## src/rtl/axis_fifo_pkg.sv

```systemverilog
// Shared types and sizing helpers for the axis_sync_fifo RAM-backed stream FIFO.
package axis_fifo_pkg;

    localparam int unsigned BEAT_DLEN = 8;

    typedef struct packed {
        logic [BEAT_DLEN-1:0] data;
        logic                 last;
    } axis_beat_t;

    // Encoding doubles as the skid occupancy (0, 1 or 2 entries).
    typedef enum logic [1:0] {
        SKID_EMPTY = 2'd0,
        SKID_ONE   = 2'd1,
        SKID_TWO   = 2'd2
    } skid_state_e;

    function automatic int unsigned fifo_depth(input int unsigned alen);
        return 32'd1 << alen;
    endfunction

    function automatic int unsigned cnt_width(input int unsigned depth);
        return $clog2(depth + 1);
    endfunction

endpackage

```

## src/rtl/SdpRam1.sv

```systemverilog
// Simple dual-port RAM: one write port, one read port; OREG=1 registers the read data (1-cycle latency).
module SdpRam1 #(
    parameter int unsigned ALEN = 2,
    parameter int unsigned DLEN = 8,
    parameter int unsigned OREG = 1
) (
    input  logic            clk,
    input  logic            i_we,
    input  logic [ALEN-1:0] i_waddr,
    input  logic [DLEN-1:0] i_wdata,
    input  logic            i_re,
    input  logic [ALEN-1:0] i_raddr,
    output logic [DLEN-1:0] o_rdata
);

    logic [DLEN-1:0] mem_q [2**ALEN];

    always_ff @(posedge clk) begin
        if (i_we) begin
            mem_q[i_waddr] <= i_wdata;
        end
    end

    generate
        if (OREG != 0) begin : g_oreg
            logic [DLEN-1:0] rdata_q;
            always_ff @(posedge clk) begin
                if (i_re) begin
                    rdata_q <= mem_q[i_raddr];
                end
            end
            assign o_rdata = rdata_q;
        end else begin : g_comb
            logic unused_re;
            assign unused_re = i_re;
            assign o_rdata   = mem_q[i_raddr];
        end
    endgenerate

endmodule

```

## src/rtl/axis_fifo_out_skid.sv

```systemverilog
// Two-entry output buffer in FIFO order driving the master stream; head holds while stalled.
module axis_fifo_out_skid
    import axis_fifo_pkg::*;
#(
    parameter type beat_t = axis_beat_t
) (
    input  logic        clk,
    input  logic        rstn,
    input  logic        i_wr,
    input  beat_t       i_wr_beat,
    input  logic        i_m_tready,
    output logic        o_m_tvalid,
    output beat_t       o_m_beat,
    output skid_state_e o_state
);

    skid_state_e state_q, state_d;
    beat_t       head_q, head_d, tail_q, tail_d;
    logic        pop;

    assign o_m_tvalid = (state_q != SKID_EMPTY);
    assign pop        = o_m_tvalid & i_m_tready;
    assign o_m_beat   = head_q;
    assign o_state    = state_q;

    // The prefetch engine never writes while two entries are held and none leaves.
    always_comb begin
        state_d = state_q;
        head_d  = head_q;
        tail_d  = tail_q;
        case (state_q)
            SKID_EMPTY: begin
                if (i_wr) begin
                    head_d  = i_wr_beat;
                    state_d = SKID_ONE;
                end
            end
            SKID_ONE: begin
                if (pop && i_wr) begin
                    head_d = i_wr_beat;
                end else if (pop) begin
                    state_d = SKID_EMPTY;
                end else if (i_wr) begin
                    tail_d  = i_wr_beat;
                    state_d = SKID_TWO;
                end
            end
            SKID_TWO: begin
                if (pop) begin
                    head_d = tail_q;
                    if (i_wr) begin
                        tail_d = i_wr_beat;
                    end else begin
                        state_d = SKID_ONE;
                    end
                end
            end
            default: state_d = SKID_EMPTY;
        endcase
    end

    always_ff @(posedge clk) begin
        if (!rstn) begin
            state_q <= SKID_EMPTY;
            head_q  <= '0;
            tail_q  <= '0;
        end else begin
            state_q <= state_d;
            head_q  <= head_d;
            tail_q  <= tail_d;
        end
    end

endmodule

```

## src/rtl/axis_sync_fifo.sv

```systemverilog
// Single-clock AXI-Stream FIFO: RAM pointers, occupancy and read prefetch into a 2-entry output skid.
// Define AXIS_FIFO_TLAST_EN to store tlast with tdata in the RAM; otherwise o_m_tlast is tied 0.
module axis_sync_fifo
    import axis_fifo_pkg::*;
#(
    parameter int unsigned DLEN  = 8,
    parameter int unsigned ALEN  = 2,
    parameter int unsigned AFULL = 1
) (
    input  logic            clk,
    input  logic            rstn,
    input  logic            i_s_tvalid,
    output logic            o_s_tready,
    input  logic [DLEN-1:0] i_s_tdata,
    input  logic            i_s_tlast,
    output logic            o_m_tvalid,
    input  logic            i_m_tready,
    output logic [DLEN-1:0] o_m_tdata,
    output logic            o_m_tlast,
    output logic [ALEN+1:0] o_count,
    output logic            o_almost_full
);

    localparam int unsigned DEPTH = fifo_depth(ALEN);
    localparam int unsigned RCW   = cnt_width(DEPTH);
    localparam int unsigned CW    = ALEN + 2;
    localparam logic [RCW-1:0] RAM_FULL    = RCW'(DEPTH);
    localparam logic [RCW-1:0] RAM_FULL_M1 = RCW'(DEPTH - 1);
    localparam logic [CW-1:0]  CAP         = CW'(DEPTH + 2);
    localparam logic [CW-1:0]  AFULL_W     = CW'(AFULL);
`ifdef AXIS_FIFO_TLAST_EN
    localparam int unsigned RW = DLEN + 1;
`else
    localparam int unsigned RW = DLEN;
`endif

    typedef struct packed {
        logic [DLEN-1:0] data;
        logic            last;
    } fifo_beat_t;

    logic [ALEN-1:0] wptr_q, wptr_d, rptr_q, rptr_d;
    logic [RCW-1:0]  ram_cnt_q, ram_cnt_d;
    logic [CW-1:0]   count_q, count_d;
    logic            inflight_q, inflight_d, s_tready_q, s_tready_d;
    logic            push, pop, rd_issue, m_tvalid;
    logic [1:0]      skid_occ;
    logic [2:0]      skid_after;
    logic [RW-1:0]   ram_wdata, ram_rdata;
    fifo_beat_t      ram_beat, m_beat;
    skid_state_e     skid_state;

    // Both ports transfer on a rising edge where valid & ready are high; valid never waits on ready.
    assign push = i_s_tvalid & s_tready_q;
    assign pop  = m_tvalid & i_m_tready;

    // Read only if the beat will still have a skid slot when it lands next cycle.
    assign skid_occ   = skid_state;
    assign skid_after = 3'(skid_occ) + 3'(inflight_q) - 3'(pop);
    assign rd_issue   = (ram_cnt_q != '0) && (skid_after < 3'd2);

    always_comb begin
        wptr_d     = wptr_q + ALEN'(push);
        rptr_d     = rptr_q + ALEN'(rd_issue);
        inflight_d = rd_issue;
        ram_cnt_d  = ram_cnt_q;
        count_d    = count_q;
        if (push && !rd_issue) ram_cnt_d = ram_cnt_q + RCW'(1);
        if (!push && rd_issue) ram_cnt_d = ram_cnt_q - RCW'(1);
        if (push && !pop)      count_d   = count_q + CW'(1);
        if (!push && pop)      count_d   = count_q - CW'(1);
        s_tready_d = !((ram_cnt_q == RAM_FULL) || ((ram_cnt_q == RAM_FULL_M1) && push));
    end

    always_ff @(posedge clk) begin
        if (!rstn) begin
            wptr_q     <= '0;
            rptr_q     <= '0;
            ram_cnt_q  <= '0;
            count_q    <= '0;
            inflight_q <= 1'b0;
            s_tready_q <= 1'b0;
        end else begin
            wptr_q     <= wptr_d;
            rptr_q     <= rptr_d;
            ram_cnt_q  <= ram_cnt_d;
            count_q    <= count_d;
            inflight_q <= inflight_d;
            s_tready_q <= s_tready_d;
        end
    end

`ifdef AXIS_FIFO_TLAST_EN
    assign ram_wdata = {i_s_tlast, i_s_tdata};
    assign ram_beat  = '{data: ram_rdata[DLEN-1:0], last: ram_rdata[DLEN]};
`else
    logic unused_tlast;
    assign unused_tlast = i_s_tlast;
    assign ram_wdata    = i_s_tdata;
    assign ram_beat     = '{data: ram_rdata, last: 1'b0};
`endif

    SdpRam1 #(.ALEN(ALEN), .DLEN(RW), .OREG(1)) u_ram (
        .clk     (clk),
        .i_we    (push),
        .i_waddr (wptr_q),
        .i_wdata (ram_wdata),
        .i_re    (rd_issue),
        .i_raddr (rptr_q),
        .o_rdata (ram_rdata)
    );

    axis_fifo_out_skid #(.beat_t(fifo_beat_t)) u_skid (
        .clk        (clk),
        .rstn       (rstn),
        .i_wr       (inflight_q),
        .i_wr_beat  (ram_beat),
        .i_m_tready (i_m_tready),
        .o_m_tvalid (m_tvalid),
        .o_m_beat   (m_beat),
        .o_state    (skid_state)
    );

    assign o_s_tready    = s_tready_q;
    assign o_m_tvalid    = m_tvalid;
    assign o_m_tdata     = m_beat.data;
    assign o_m_tlast     = m_beat.last;
    assign o_count       = count_q;
    assign o_almost_full = (CAP - count_q) <= AFULL_W;

    a_no_overflow: assert property (@(posedge clk) disable iff (!rstn)
        !(push && !pop && (count_q == CAP)));
    a_no_underflow: assert property (@(posedge clk) disable iff (!rstn)
        !(pop && (count_q == '0)));

endmodule

```

## config.mk

```make
export PLATFORM = sky130hd
export DESIGN_NAME = axis_sync_fifo
export DESIGN_NICKNAME = d
export VERILOG_FILES = /design/src/rtl/axis_fifo_pkg.sv /design/src/rtl/SdpRam1.sv /design/src/rtl/axis_fifo_out_skid.sv /design/src/rtl/axis_sync_fifo.sv
export SDC_FILE = /design/constraint.sdc
export NUM_CORES = 1
export LEC_CHECK = 0
export ABC_AREA = 0
export CAP_MARGIN = 20
export CORE_MARGIN = 8
export CORE_UTILIZATION = 25
export DETAILED_ROUTE_END_ITERATION = 12
export GPL_TIMING_DRIVEN = 0
export SYNTH_ARGS = -nofsm -noshare
export SYNTH_HDL_FRONTEND = slang
export SYNTH_SLANG_ARGS = --single-unit
```

## constraint.sdc

```tcl
create_clock -name clk -period 3.4 [get_ports clk]
set_input_delay 0.51 -clock clk [delete_from_list [all_inputs] [get_ports clk]]
set_output_delay 0.51 -clock clk [all_outputs]
set_load 0.02 [all_outputs]
```

# Word-level counts from Yosys, hierarchy flattened
# Memory sizes are Yosys's and may differ from the RTL's. A register that Yosys moved wholly into a read port is not among the register bits.
# Cells that the tools add are included.
# op_classes
eq_ne,11
n_addsub,9
bitwise,2
n_lt_le_gt_ge,2
n_mux,22
reduce_logical,22
# op_table
operator,count
9-bit two-way mux,7
9-bit case mux with 3 select lines,1
9-bit case mux with 2 select lines,1
2-bit two-way mux,6
2-bit != test (second input constant),5
4-bit two-way mux,2
4-bit AND reduction,2
2-bit nonzero test,4
1-bit logical AND,7
3-bit two-way mux,2
2-bit case mux with 3 select lines,1
3-bit nonzero test,2
5-bit AND reduction,1
2-bit by 1-bit adder with 2-bit output,2
4-bit by 1-bit adder with 4-bit output (second input constant),1
4-bit by 1-bit <= comparator with 1-bit output (second input constant),1
1-bit zero test,4
3-bit by 4-bit subtractor with 4-bit output (first input constant),1
4-bit by 1-bit subtractor with 4-bit output (second input constant),1
2-bit by 1-bit adder with 3-bit output,1
3-bit by 1-bit adder with 3-bit output (second input constant),1
3-bit by 2-bit == test with 1-bit output (second input constant),1
3-bit == test (second input constant),1
3-bit by 2-bit < comparator with 1-bit output (second input constant),1
other kinds (10),12
# totals
mem_count,1
elab_cells,80
output_inout_bits,16
in_bits,13
ff_bits,33
mem_bits_rw,32
# mem_list
memory,words,word_bits,read_ports,rd_clocked_by_memory_dff,write_ports,line,rtl
u_ram.mem_q,4,8,1,1,1,SdpRam1.sv:16,logic [DLEN-1:0] mem_q [2**ALEN];

# Longest topological paths before layout
# Gate-level depths: netlist (run 1).
# depth
word_depth,9
depth_mapped,12
depth_no_buf,11

# Cells and area by module
# A second synthesis (run 1) with hierarchy kept.
# hier_totals
hier_cells,234
area_unflattened_um2,3138.0
# by_module_without_submodules
mod,seq_area_each_um2,area_each_um2,cells_per_inst,instances
SdpRam1,1201.2,1428.9,54,1
axis_fifo_out_skid,400.4,978.4,104,1
axis_sync_fifo,260.2,730.7,76,1

# Least setup slack after synthesis (run 1)
# Ideal clock, no wire load.
# synth_path
kind,in2reg
from,input port i_m_tready
to,register ram_cnt_q[2]
t_arrival_ps,2934
setup_slack_ps,396
setup_time_ps,70
n_path_buf,0
stages,11
t_required_ps,3330
cell_sequence,and3b_4 o21ai_1 fa_1 xnor2_1 o311a_1 ha_1 inv_1 fa_1 xor2_1 or3_1 a21boi_1
# synth_via
elab_chain_len,7
elab_cells_between_ends,9
cone_classes,add/sub (1); order compare (1); mux (1); bitwise (1); reduce/logical (5)
# synth_rtl
element,line,rtl
from (decl),axis_sync_fifo.sv:17,"input logic i_m_tready,"
1-bit AND (*),axis_sync_fifo.sv:55,assign pop = m_tvalid & i_m_tready;
3-bit by 1-bit subtractor with 3-bit output (*),axis_sync_fifo.sv:59,assign skid_after = 3'(skid_occ) + 3'(inflight_q) - 3'(pop);
3-bit by 2-bit < comparator with 1-bit output (*),axis_sync_fifo.sv:60,assign rd_issue = (ram_cnt_q != '0) && (skid_after < 3'd2);
1-bit logical AND (*),axis_sync_fifo.sv:60,
net inflight_d,axis_sync_fifo.sv:45,"logic inflight_q, inflight_d, s_tready_q, s_tready_d;"
1-bit zero test,axis_sync_fifo.sv:68,if (push && !rd_issue) ram_cnt_d = ram_cnt_q + RCW'(1);
1-bit logical AND,axis_sync_fifo.sv:68,
2-bit nonzero test (no source line),-,
to (signal assigned),axis_sync_fifo.sv:86,ram_cnt_q <= ram_cnt_d;
to (decl),axis_sync_fifo.sv:43,"logic [RCW-1:0] ram_cnt_q, ram_cnt_d;"
# Mark *: on every way through the listed nets, which the timed path passes. The rest lies on a longest branch.
# A chain may end at the register's enable or synchronous reset.

# Worst setup path in the final report (run 1)
# layout_path
from,"register u_skid.state_q[1], in the netlist u_skid.o_state[1]"
to,register ram_cnt_q[2]
# layout_via
elab_chain_len,8
elab_cells_between_ends,11
cone_classes,add/sub (2); order compare (1); mux (1); bitwise (1); reduce/logical (6)
# layout_rtl
element,line,rtl
from (decl),axis_fifo_out_skid.sv:17,"skid_state_e state_q, state_d;"
from (signal assigned),axis_fifo_out_skid.sv:68,state_q <= state_d;
"parallel branches: the longest is 2 deep, another holds 2-bit by 1-bit adder with 3-bit output",-,
3-bit by 1-bit subtractor with 3-bit output (*),axis_sync_fifo.sv:59,
3-bit by 2-bit < comparator with 1-bit output (*),axis_sync_fifo.sv:60,
1-bit logical AND (*),axis_sync_fifo.sv:60,
net inflight_d,axis_sync_fifo.sv:45,
1-bit zero test,axis_sync_fifo.sv:68,
1-bit logical AND,axis_sync_fifo.sv:68,
2-bit nonzero test (no source line),-,
# Mark *: on every way through the listed nets, which the timed path passes.

==> results of run 1 <==
[where the power goes]
group          internal, W  switching (W)  total [W]
logic             0.000441       0.000425   0.000866
clock network     0.000725       0.000367    0.00109
registers          0.00111       0.000111    0.00122
total              0.00228       0.000903    0.00318
[final timing paths]
path / start / endpoint / slack (ns) / cells after the start
max reg2reg: u_skid.o_state[1] / ram_cnt_q[2] / 0.33 / 12
min reg2reg: o_count[3] / o_count[3] / 0.49 / 2
min: o_count[3] / o_count[3] / 0.49 / 2
max: u_skid.o_state[1] / ram_cnt_q[2] / 0.33 / 12
[timing repair]
| action | 4_1_cts | 5_1_grt |
|---|---|---|
| gates cloned | 0 | 0 |
| setup endpoints to repair | 1 | 1 |
| resized for setup | 2 | 1 |
| hold endpoints to repair | 0 | 0 |
[layout by cell type (no fill, tap or decap), drive strengths merged, types with 3 or more instances in the layout]
cell type,instances
inv,10
mux4,8
xor2,4
o211a,9
buf,8
o21ai,7
and2,13
bufinv,3
nor2b,10
clkdlybuf4s50,25
clkbuf,13
dfxtp,31
edfxtp,40
fa,3
xnor2,4
nand2,14
mux2i,20
ha,6
nor3b,4
[worst max-delay path, stage by stage, from the launching register on]
cell	delay, ns
dfxtp_1	0.36
buf_4	0.18
and3b_4	0.24
o21ai_1	0.09
fa_1	0.39
xnor2_1	0.19
o311a_4	0.31
ha_1	0.21
inv_1	0.06
fa_1	0.37
xor2_1	0.16
or3_1	0.31
a21boi_1	0.14
[cells by family (layout without fill, tap and decap cells)]
| family | Yosys count | after routing | synth area share (%) |
|---|---|---|---|
| AOI/OAI and AO/OA | 23 | 23 | 6.46 |
| xor gates and xnor gates | 8 | 8 | 2.35 |
| adders and majority gates | 9 | 9 | 4.53 |
| buffers and inverters | 16 | 61 | 2.47 |
| DFF | 71 | 71 | 61.1 |
| muxes | 28 | 28 | 12.8 |
| other | 1 | 1 | 0.126 |
| and+or+nand+nor | 53 | 53 | 10.2 |
[flip-flops by register name (all words and copies together) (netlist names)]
name and cells:
o_s_tready 1, u_skid.o_state 2, o_count 4, rptr_q 2
u_skid.tail_q 8, u_ram.o_rdata 8, ram_cnt_q 3, wptr_q 2
u_skid.o_m_beat 8, inflight_q 1, u_ram.mem_q 32
[metal layers]
metal | GRT usage (%) | part of all wire [%] | vias up
li1 | - | - | 837
met1 | 7.61 | 43 | 789
met2 | 11.4 | 48 | 31
met3 | 2.72 | 6.7 | 7
met4 | 4.51 | 2.2 | 0
met5 | 0 | 0 | -
[stage by stage]
step | setup slack, ns | instances
after global placement | -0.485 | 382
after global routing | 0.0965 | 401
final | 0.332 | 401
after floorplan | 0.396 | 209
after detailed placement | -0.546 | 385
after CTS | 0.00926 | 401
[cell type report]
type / instances / area share (%)
Clock buffer: 9 / 5.91
Inverter: 7 / 0.689
Tap cell: 147 / 4.82
Clock inverter: 7 / 3.28
Buffer: 9 / 1.25
Timing Repair Buffer: 29 / 7.48
Multi-Input combinational cell: 122 / 28.8
Sequential cell: 71 / 47.8
==> run_results.csv, run 1 <==
group,metric,value,unit
detailed_routing,drcViolationCount,0,
floorplanning,core,11800,µm²
setup_path,arrival,3.33,ns
cts,root_buffer,"clkbuf_16",
place,gp_congestion,0.686,
setup_path,cp.required,3.66,ns
job,drv_cap,0,
detailed_routing,via_per_inst,4.15,
timing,tns,0,ns
grt,grt_pass1_vias,1720,
cts,cts_buffers,9,
timing,rsz0062_at_grt,"no",
final_layout,stdcell_area,3810,µm²
floorplanning,io-pin-count,29,
final_layout,multi_input_area,1100,µm²
timing,clock.fmax,0.326,GHz
logic_synthesis,synth_seq_cells,71,
timing,hold_viol,0,
grt,grtUsageTotal,7.04,%
logic_synthesis,async_flop_share,0,%
timing,setup_viol,0,
detailed_routing,first_pass_iters,4,
cts,cts.sink_count,71,
place,postPlaceCellArea,3450,µm²
final_layout,seqCellArea,1820,µm²
logic_synthesis,ys_seq_area_share,61.1,%
final_layout,utilization,32.3,%
logic_synthesis,syn_area,2980,µm²
final_layout,diodes,0,
setup_path,crit_fanout,11,
logic_synthesis,synth_most_common_cell,"edfxtp_1",
cts,htreeDepth,3,
outcome,status,"finished, final reports clean",
grt,antenna_found_initial,0,
logic_synthesis,ys.flop_type,"edfxtp_1",
floorplanning,dieArea,15700,µm²
floorplanning,fp-row-count,40,
final_layout,area_growth,27.9,%
logic_synthesis,synth-edff-count,40,
power_and_ir_drop,total_power,0.00318,W
cts,cts_tree,"built",
floorplanning,initial_core_util,25.3,%
detailed_routing,wl_per_cell,12.9,µm
logic_synthesis,synthTopCellsByCount,"edfxtp_1 (40), dfxtp_1 (31), mux2i_1 (20), nand2_1 (14), and2_1 (13)",
final_layout,drive_above_1_share,15.0,%
cts,ctsHoldBuffers,0,
timing,slew_violations,0,
cts,cts_buffer_depth,2,
timing,tightestPinTransition,0.848,ns
logic_synthesis,synthTopCellsByArea,"edfxtp_1 (40%), dfxtp_1 (21%), mux2i_1 (6.7%)",
cts,clk_latency,0.33,ns
grt,grt_max_degree,15,
logic_synthesis,syn_area_per_cell,14.3,µm²
final_layout,num-nets-final,271,
timing,period_share,90.2,%
logic_synthesis,yosysUniqueCellTypes,38,
logic_synthesis,synth_nets,231,
floorplanning,chipHeight,125,µm
power_and_ir_drop,ir_drop,0.323,mV
place,portBuffers,26,
detailed_routing,detail_route.iter0.violations,76,
place,hpwl,3.80,mm
cts,postCtsSetupRepairBufs,0,
logic_synthesis,synth_top_cell_by_area,"edfxtp_1",
grt,grt_pass1_wl,8.61,mm
cts,clkTransAtPathRegs,0.06,ns
detailed_routing,vias,1664,
setup_path,start_kind,"flop",
timing,fin_skew,0.00955,ns
logic_synthesis,syn_inst,209,
setup_path,path_class,"reg -> reg",
worst_hold_path,worstHoldPathType,"reg -> reg",
detailed_routing,wirelength,5.19,mm
power_and_ir_drop,p_per_area,834,nW/µm²
setup_path,critical_path.endpoint_type,"flop",
final_layout,fillCellCount,1182,
floorplanning,die_w,125,µm
detailed_routing,ant_nets,0,
logic_synthesis,synth_top_area_share,40.3,%
power_and_ir_drop,total_leakage_power,1.54,nW
timing,max-slew-margin-rel,43.3,%
timing,hold_slack,0.489,ns
grt,overflow,0,
logic_synthesis,ys.warnings.count,0,
timing,min_period,3.07,ns
No activity file was read; power rests on OpenSTA's default activity.
==> inputs of run 2 (changes only) <==
--- a/config.mk
+++ b/config.mk
@@ -10,7 +10,7 @@
 export CORE_MARGIN = 8
 export CORE_UTILIZATION = 25
 export DETAILED_ROUTE_END_ITERATION = 12
-export GPL_TIMING_DRIVEN = 0
+export PLACE_DENSITY = 0.38
 export SYNTH_ARGS = -nofsm -noshare
 export SYNTH_HDL_FRONTEND = slang
 export SYNTH_SLANG_ARGS = --single-unit
==> run 2 against run 1 <==
  * Via count fell by 0.72%
  * Clock power fell by 8%
  * First-iteration DRC count rose by 33%
  * Flip-flop and latch count did not move
  * Maximum frequency fell by 0.23%
  * Count of clock-buffer cells in the layout did not move
  * Sequential power rose by 3%
==> run_results.csv, run 2 (same netlist as run 1, synthesis figures left out) <==
group,metric,value,unit
place,portBuffers,26,
power_and_ir_drop,total_power,0.00307,W
place,hpwl,3.76,mm
cts,cts_buffer_depth,2,
final_layout,fillCellCount,1192,
setup_path,r2r_start,"u_skid.o_state[0]",
cts,cts_resized,0,
grt,antenna_found_initial,0,
detailed_routing,drcViolationCount,0,
final_layout,most-common-layout-cells,"edfxtp_1 (40), dfxtp_1 (31), clkdlybuf4s50_1 (26), mux2i_1 (20), nand2_1 (14)",
grt,grt_pass1_wl,8.89,mm
final_layout,diodes,0,
setup_path,cp.required,3.66,ns
cts,cts_buffers,9,
outcome,status,"finished, final reports clean",
floorplanning,initial_core_util,25.3,%
cts,ctsHoldBuffers,0,
timing,hold_slack,0.496,ns
job,drv_cap,0,
timing,clock.fmax,0.325,GHz
final_layout,top_register,"u_ram.mem_q",
timing,period_share,90.4,%
detailed_routing,wl_met3,204,µm
floorplanning,die_w,125,µm
power_and_ir_drop,ir_drop,0.211,mV
detailed_routing,top_layer_used,"met4",
timing,slew_violations,0,
power_and_ir_drop,p_per_area,809,nW/µm²
cts,cts.sink_count,71,
timing,tightestPinTransition,0.632,ns
power_and_ir_drop,total_leakage_power,1.52,nW
final_layout,drive_above_1_share,15.1,%
place,gp_congestion,0.675,
grt,grt_pass1_vias,1662,
cts,cts_tree,"built",
final_layout,largest_reg_flops,32,
setup_path,cp-endpoint,"ram_cnt_q[2]",
detailed_routing,first_pass_iters,4,
detailed_routing,detail_route.iter0.violations,101,
grt,overflow,0,
cts,clk_latency,0.33,ns
grt,grt_max_degree,20,
detailed_routing,ant_nets,0,
detailed_routing,drt-met1-wl,2.61,mm
cts,clkTransAtPathRegs,0.06,ns
detailed_routing,wl_met2,2.49,mm
detailed_routing,wl_per_cell,13.5,µm
floorplanning,io-pin-count,29,
worst_hold_path,worstHoldPathType,"reg -> reg",
final_layout,num-nets-final,269,
setup_path,start_kind,"input port",
timing,tns,0,ns
final_layout,utilization,32.1,%
cts,postCtsSetupRepairBufs,0,
final_layout,area_growth,27.3,%
detailed_routing,wirelength,5.38,mm
setup_path,critical_path.endpoint_type,"flop",
timing,setup_viol,0,
final_layout,final_common_cell,"edfxtp_1",
cts,htreeDepth,3,
setup_path,path_class,"in -> reg",
detailed_routing,via_per_inst,4.14,
setup_path,worst-r2r-setup-slack,0.57,ns
grt,grtUsageTotal,7.27,%
floorplanning,dieArea,15700,µm²
timing,max-slew-margin-rel,57.8,%
floorplanning,core,11800,µm²
floorplanning,fp-row-count,40,
setup_path,critPathLaunch,"i_m_tready",
floorplanning,chipHeight,125,µm
timing,fin_skew,0.00401,ns
timing,rsz0062_at_grt,"no",
detailed_routing,vias,1652,
timing,min_period,3.08,ns
cts,root_buffer,"clkbuf_16",
setup_path,regToRegEndpoint,"ram_cnt_q[2]",
setup_path,arrival,3.33,ns
setup_path,crit_fanout,4,
timing,hold_viol,0,
setup_path,worstRegToRegCells,11,
run 2: cell count changes in the layout (fill, tap and decap cells not counted):
cell / delta
buf_16: +1
buf_2: -2
buf_4: +3
bufinv_16: -1
clkbuf_1: -4
clkdlybuf4s50_1: +1
clkinv_1: +1
clkinvlp_4: +2
dlymetal6s2s_1: -1
inv_6: -2
o311a_1: +1
o311a_4: -1
run 2: metrics by stage:
stage          setup slack [ns]  cells  instance area, µm²
2_1_floorplan             0.396    209                2980
3_3_place_gp             0.0226    382                3450
3_5_place_dp           -0.00968    383                3470
4_1_cts                   0.322    399                3800
5_1_grt                   0.133    399                3800
6_report                  0.325    399                3800
run 2: critical path, cell delays in order:
cell and delay (ns):
clkdlybuf4s50_1 0.53, and3b_4 0.24, o21ai_1 0.09, fa_1 0.39, xnor2_1 0.16, o311a_1 0.21, ha_1 0.19, inv_1 0.06
fa_1 0.37, xor2_1 0.16, or3_1 0.30, a21boi_1 0.13
run 2: area by class of cell:
| cell class | instances | area, µm² | share of cell area [%] |
|---|---|---|---|
| clock inverters | 7 | 96.3 | 2.54 |
| well taps | 147 | 184 | 4.85 |
| inverters | 7 | 26.3 | 0.692 |
| multi-input cells | 122 | 1090 | 28.6 |
| flip-flops and latches | 71 | 1820 | 48.0 |
| clock buffers | 9 | 225 | 5.93 |
| repair buffers | 36 | 355 | 9.36 |
run 2: report_power, final:
part	switching, W	total (W)	internal, W
Sequential	0.000151	0.00126	0.00111
Clock	0.000355	0.000998	0.000643
Combinational	0.000383	0.000815	0.000432
Total	0.000889	0.00307	0.00218
run 2: how the worst min path moves through the flow:
stage / from / endpoint / slack (ns) / depth (start not counted)
floorplan: ram_cnt_q[2] / ram_cnt_q[2] / 0.48 / 2
global placement: o_count[3] / o_count[3] / 0.48 / 2
detailed placement: u_skid.o_m_beat[6] / u_skid.o_m_beat[6] / 0.49 / 1
CTS: u_skid.o_m_beat[6] / u_skid.o_m_beat[6] / 0.50 / 1
global route: u_skid.o_m_beat[1] / u_skid.o_m_beat[1] / 0.52 / 1
finish: o_count[3] / o_count[3] / 0.50 / 2
run 2: per-layer routing:
| layer | vias to the layer above | GRT usage, % |
|---|---|---|
| met5 | - | 0 |
| met4 | 0 | 3.22 |
| met3 | 7 | 2.93 |
| met2 | 23 | 11.0 |
| met1 | 786 | 8.94 |
| li1 | 836 | - |
==> inputs of run 3 (changes only) <==
--- a/config.mk
+++ b/config.mk
@@ -6,11 +6,11 @@
 export NUM_CORES = 1
 export LEC_CHECK = 0
 export ABC_AREA = 0
-export CAP_MARGIN = 20
 export CORE_MARGIN = 8
-export CORE_UTILIZATION = 25
+export CORE_UTILIZATION = 35
 export DETAILED_ROUTE_END_ITERATION = 12
-export PLACE_DENSITY = 0.38
+export GPL_TIMING_DRIVEN = 0
+export PLACE_DENSITY = 0.5
 export SYNTH_ARGS = -nofsm -noshare
 export SYNTH_HDL_FRONTEND = slang
 export SYNTH_SLANG_ARGS = --single-unit
==> run 3 against run 2 <==
  * Count of clock-buffer cells in the layout increased by 1
  * Critical path type is now reg -> reg
  * Sequential power decreased by 3%
  * Highest routed layer unchanged
  * Cell count decreased by 11%
==> run_results.csv, run 3 (same netlist as run 1, synthesis figures left out) <==
group,metric,value,unit
outcome,status,"finished, final reports clean",
setup_path,path_common_cell,"fa_1",
cts,cts_buffer_depth,2,
detailed_routing,drcViolationCount,0,
grt,grt_pass1_vias,1597,
setup_path,crit_path_cell_trace,"buf_4, and3b_4, o21ai_1, fa_1, xnor2_1, o311a_4, ha_1, inv_1, fa_1, xor2_1, or3_1, a21boi_1",
place,portBuffers,26,
setup_path,arrival,3.32,ns
setup_path,regToRegEndpoint,"ram_cnt_q[2]",
power_and_ir_drop,total_power,0.00267,W
place,hpwl,3.42,mm
grt,grtUsageTotal,9.29,%
final_layout,fin_cells,356,
setup_path,slowest_stage,"fa_1",
timing,max-slew-margin-rel,12.6,%
detailed_routing,wl_per_cell,14.3,µm
floorplanning,core,8260,µm²
timing,hold_slack,0.500,ns
cts,clk_latency,0.34,ns
worst_hold_path,min_from,"u_skid.o_m_beat[6]",
final_layout,largest_reg_flops,32,
setup_path,r2r_start,"u_skid.o_state[1]",
detailed_routing,via_per_inst,4.51,
timing,setup_viol,0,
timing,tightestPinTransition,1.30,ns
grt,antenna_found_initial,0,
floorplanning,die_w,108,µm
worst_hold_path,min_path_cells,1,
floorplanning,chipHeight,108,µm
timing,clock.fmax,0.328,GHz
detailed_routing,wirelength,5.08,mm
floorplanning,dieArea,11700,µm²
cts,htreeDepth,3,
detailed_routing,first_pass_iters,4,
timing,fin_skew,0.00877,ns
final_layout,drive_above_1_share,14.3,%
grt,overflow,0,
detailed_routing,detail_route.iter0.violations,31,
power_and_ir_drop,p_per_area,747,nW/µm²
setup_path,crit_path_max_incr_delay,0.38,ns
final_layout,final_common_cell,"edfxtp_1",
worst_hold_path,min_to,"u_skid.o_m_beat[6]",
timing,min_period,3.05,ns
setup_path,path_class,"reg -> reg",
final_layout,num-nets-final,268,
grt,grt_max_degree,14,
setup_path,cp.required,3.67,ns
setup_path,worstRegToRegCells,12,
floorplanning,fp-row-count,33,
timing,slew_violations,0,
timing,rsz0062_at_grt,"no",
cts,root_buffer,"clkbuf_8",
place,place_inst,340,
final_layout,top_register,"u_ram.mem_q",
job,drv_cap,0,
final_layout,area_growth,19.7,%
floorplanning,io-pin-count,29,
setup_path,crit_fanout,11,
final_layout,most-common-layout-cells,"edfxtp_1 (40), dfxtp_1 (31), clkdlybuf4s50_1 (25), mux2i_1 (20), nand2_1 (14)",
grt,grt_pass1_wl,8.22,mm
power_and_ir_drop,total_leakage_power,1.43,nW
floorplanning,initial_core_util,36.1,%
detailed_routing,vias,1604,
place,gp_congestion,0.725,
timing,tns,0,ns
cts,cts_buffers,9,
cts,clkTransAtPathRegs,0.08,ns
power_and_ir_drop,ir_drop,0.295,mV
cts,cts.sink_count,71,
worst_hold_path,worstHoldPathType,"reg -> reg",
setup_path,start_kind,"flop",
timing,period_share,89.7,%
cts,cts_tree,"built",
setup_path,worst-r2r-setup-slack,0.35,ns
final_layout,utilization,43.2,%
detailed_routing,ant_nets,0,
setup_path,critical_path.endpoint_type,"flop",
final_layout,diodes,0,
timing,hold_viol,0,
-- run 3: layout make-up --
type                            count  area [µm²]
Timing Repair Buffer               26         263
Clock inverter                      6        45.0
Clock buffer                       10         128
Sequential cell                    71        1820
Multi-Input combinational cell    122        1110
Fill cell                         785        4690
Tap cell                          105         131
Inverter                            7        26.3
Buffer                              9        47.5
-- run 3: where the power goes --
| part | internal [W] | total (W) | switching [W] | leakage (nW) |
|---|---|---|---|---|
| Sequential | 0.00111 | 0.00122 | 0.000112 | 0.621 |
| Clock | 0.000269 | 0.000597 | 0.000329 | 0.0793 |
| Combinational | 0.000435 | 0.000851 | 0.000417 | 0.733 |
| Total | 0.00181 | 0.00267 | 0.000857 | 1.43 |
-- run 3: worst max path at each step --
stage	from	end	slack, ns	depth (start not counted)
floorplan	i_m_tready	ram_cnt_q[2]	0.40	11
global route	u_skid.o_state[1]	ram_cnt_q[2]	0.17	12
finish	u_skid.o_state[1]	ram_cnt_q[2]	0.35	12
CTS	i_m_tready	ram_cnt_q[2]	0.01	12
global placement	i_m_tready	ram_cnt_q[2]	-0.58	12
detailed placement	i_m_tready	ram_cnt_q[2]	-0.57	12
-- run 3: worst max-delay path: cells and delay by family (launching register included) --
kind / cells / cell delay (ns)
XOR/XNOR: 2 / 0.35
AO/OA/AOI/OAI: 3 / 0.53
flip-flops: 1 / 0.36
adder cells (fa/ha/maj): 3 / 0.96
AND/OR/NAND/NOR: 2 / 0.54
buffers and inverters: 2 / 0.24
-- run 3: timing repair --
item	CTS	global route
hold buffers	0	0
setup buffers	0	0
endpoints found under the setup margin	1	1
gates resized for setup	2	1
-- run 3: stage by stage --
step | area (µm²) | setup WS [ns]
after floorplan | 2980 | 0.396
after CTS | 3560 | 0.0148
after global routing | 3570 | 0.174
final | 3570 | 0.349
after global placement | 3370 | -0.576
after detailed placement | 3380 | -0.571
-- run 3: per-layer routing --
layer	vias to the layer above	wire length [µm]	track usage, %
met5	-	0	0
met1	739	2470	11.9
met3	4	297	4.34
li1	828	-	-
met2	33	2270	13.5
met4	0	43	3.23
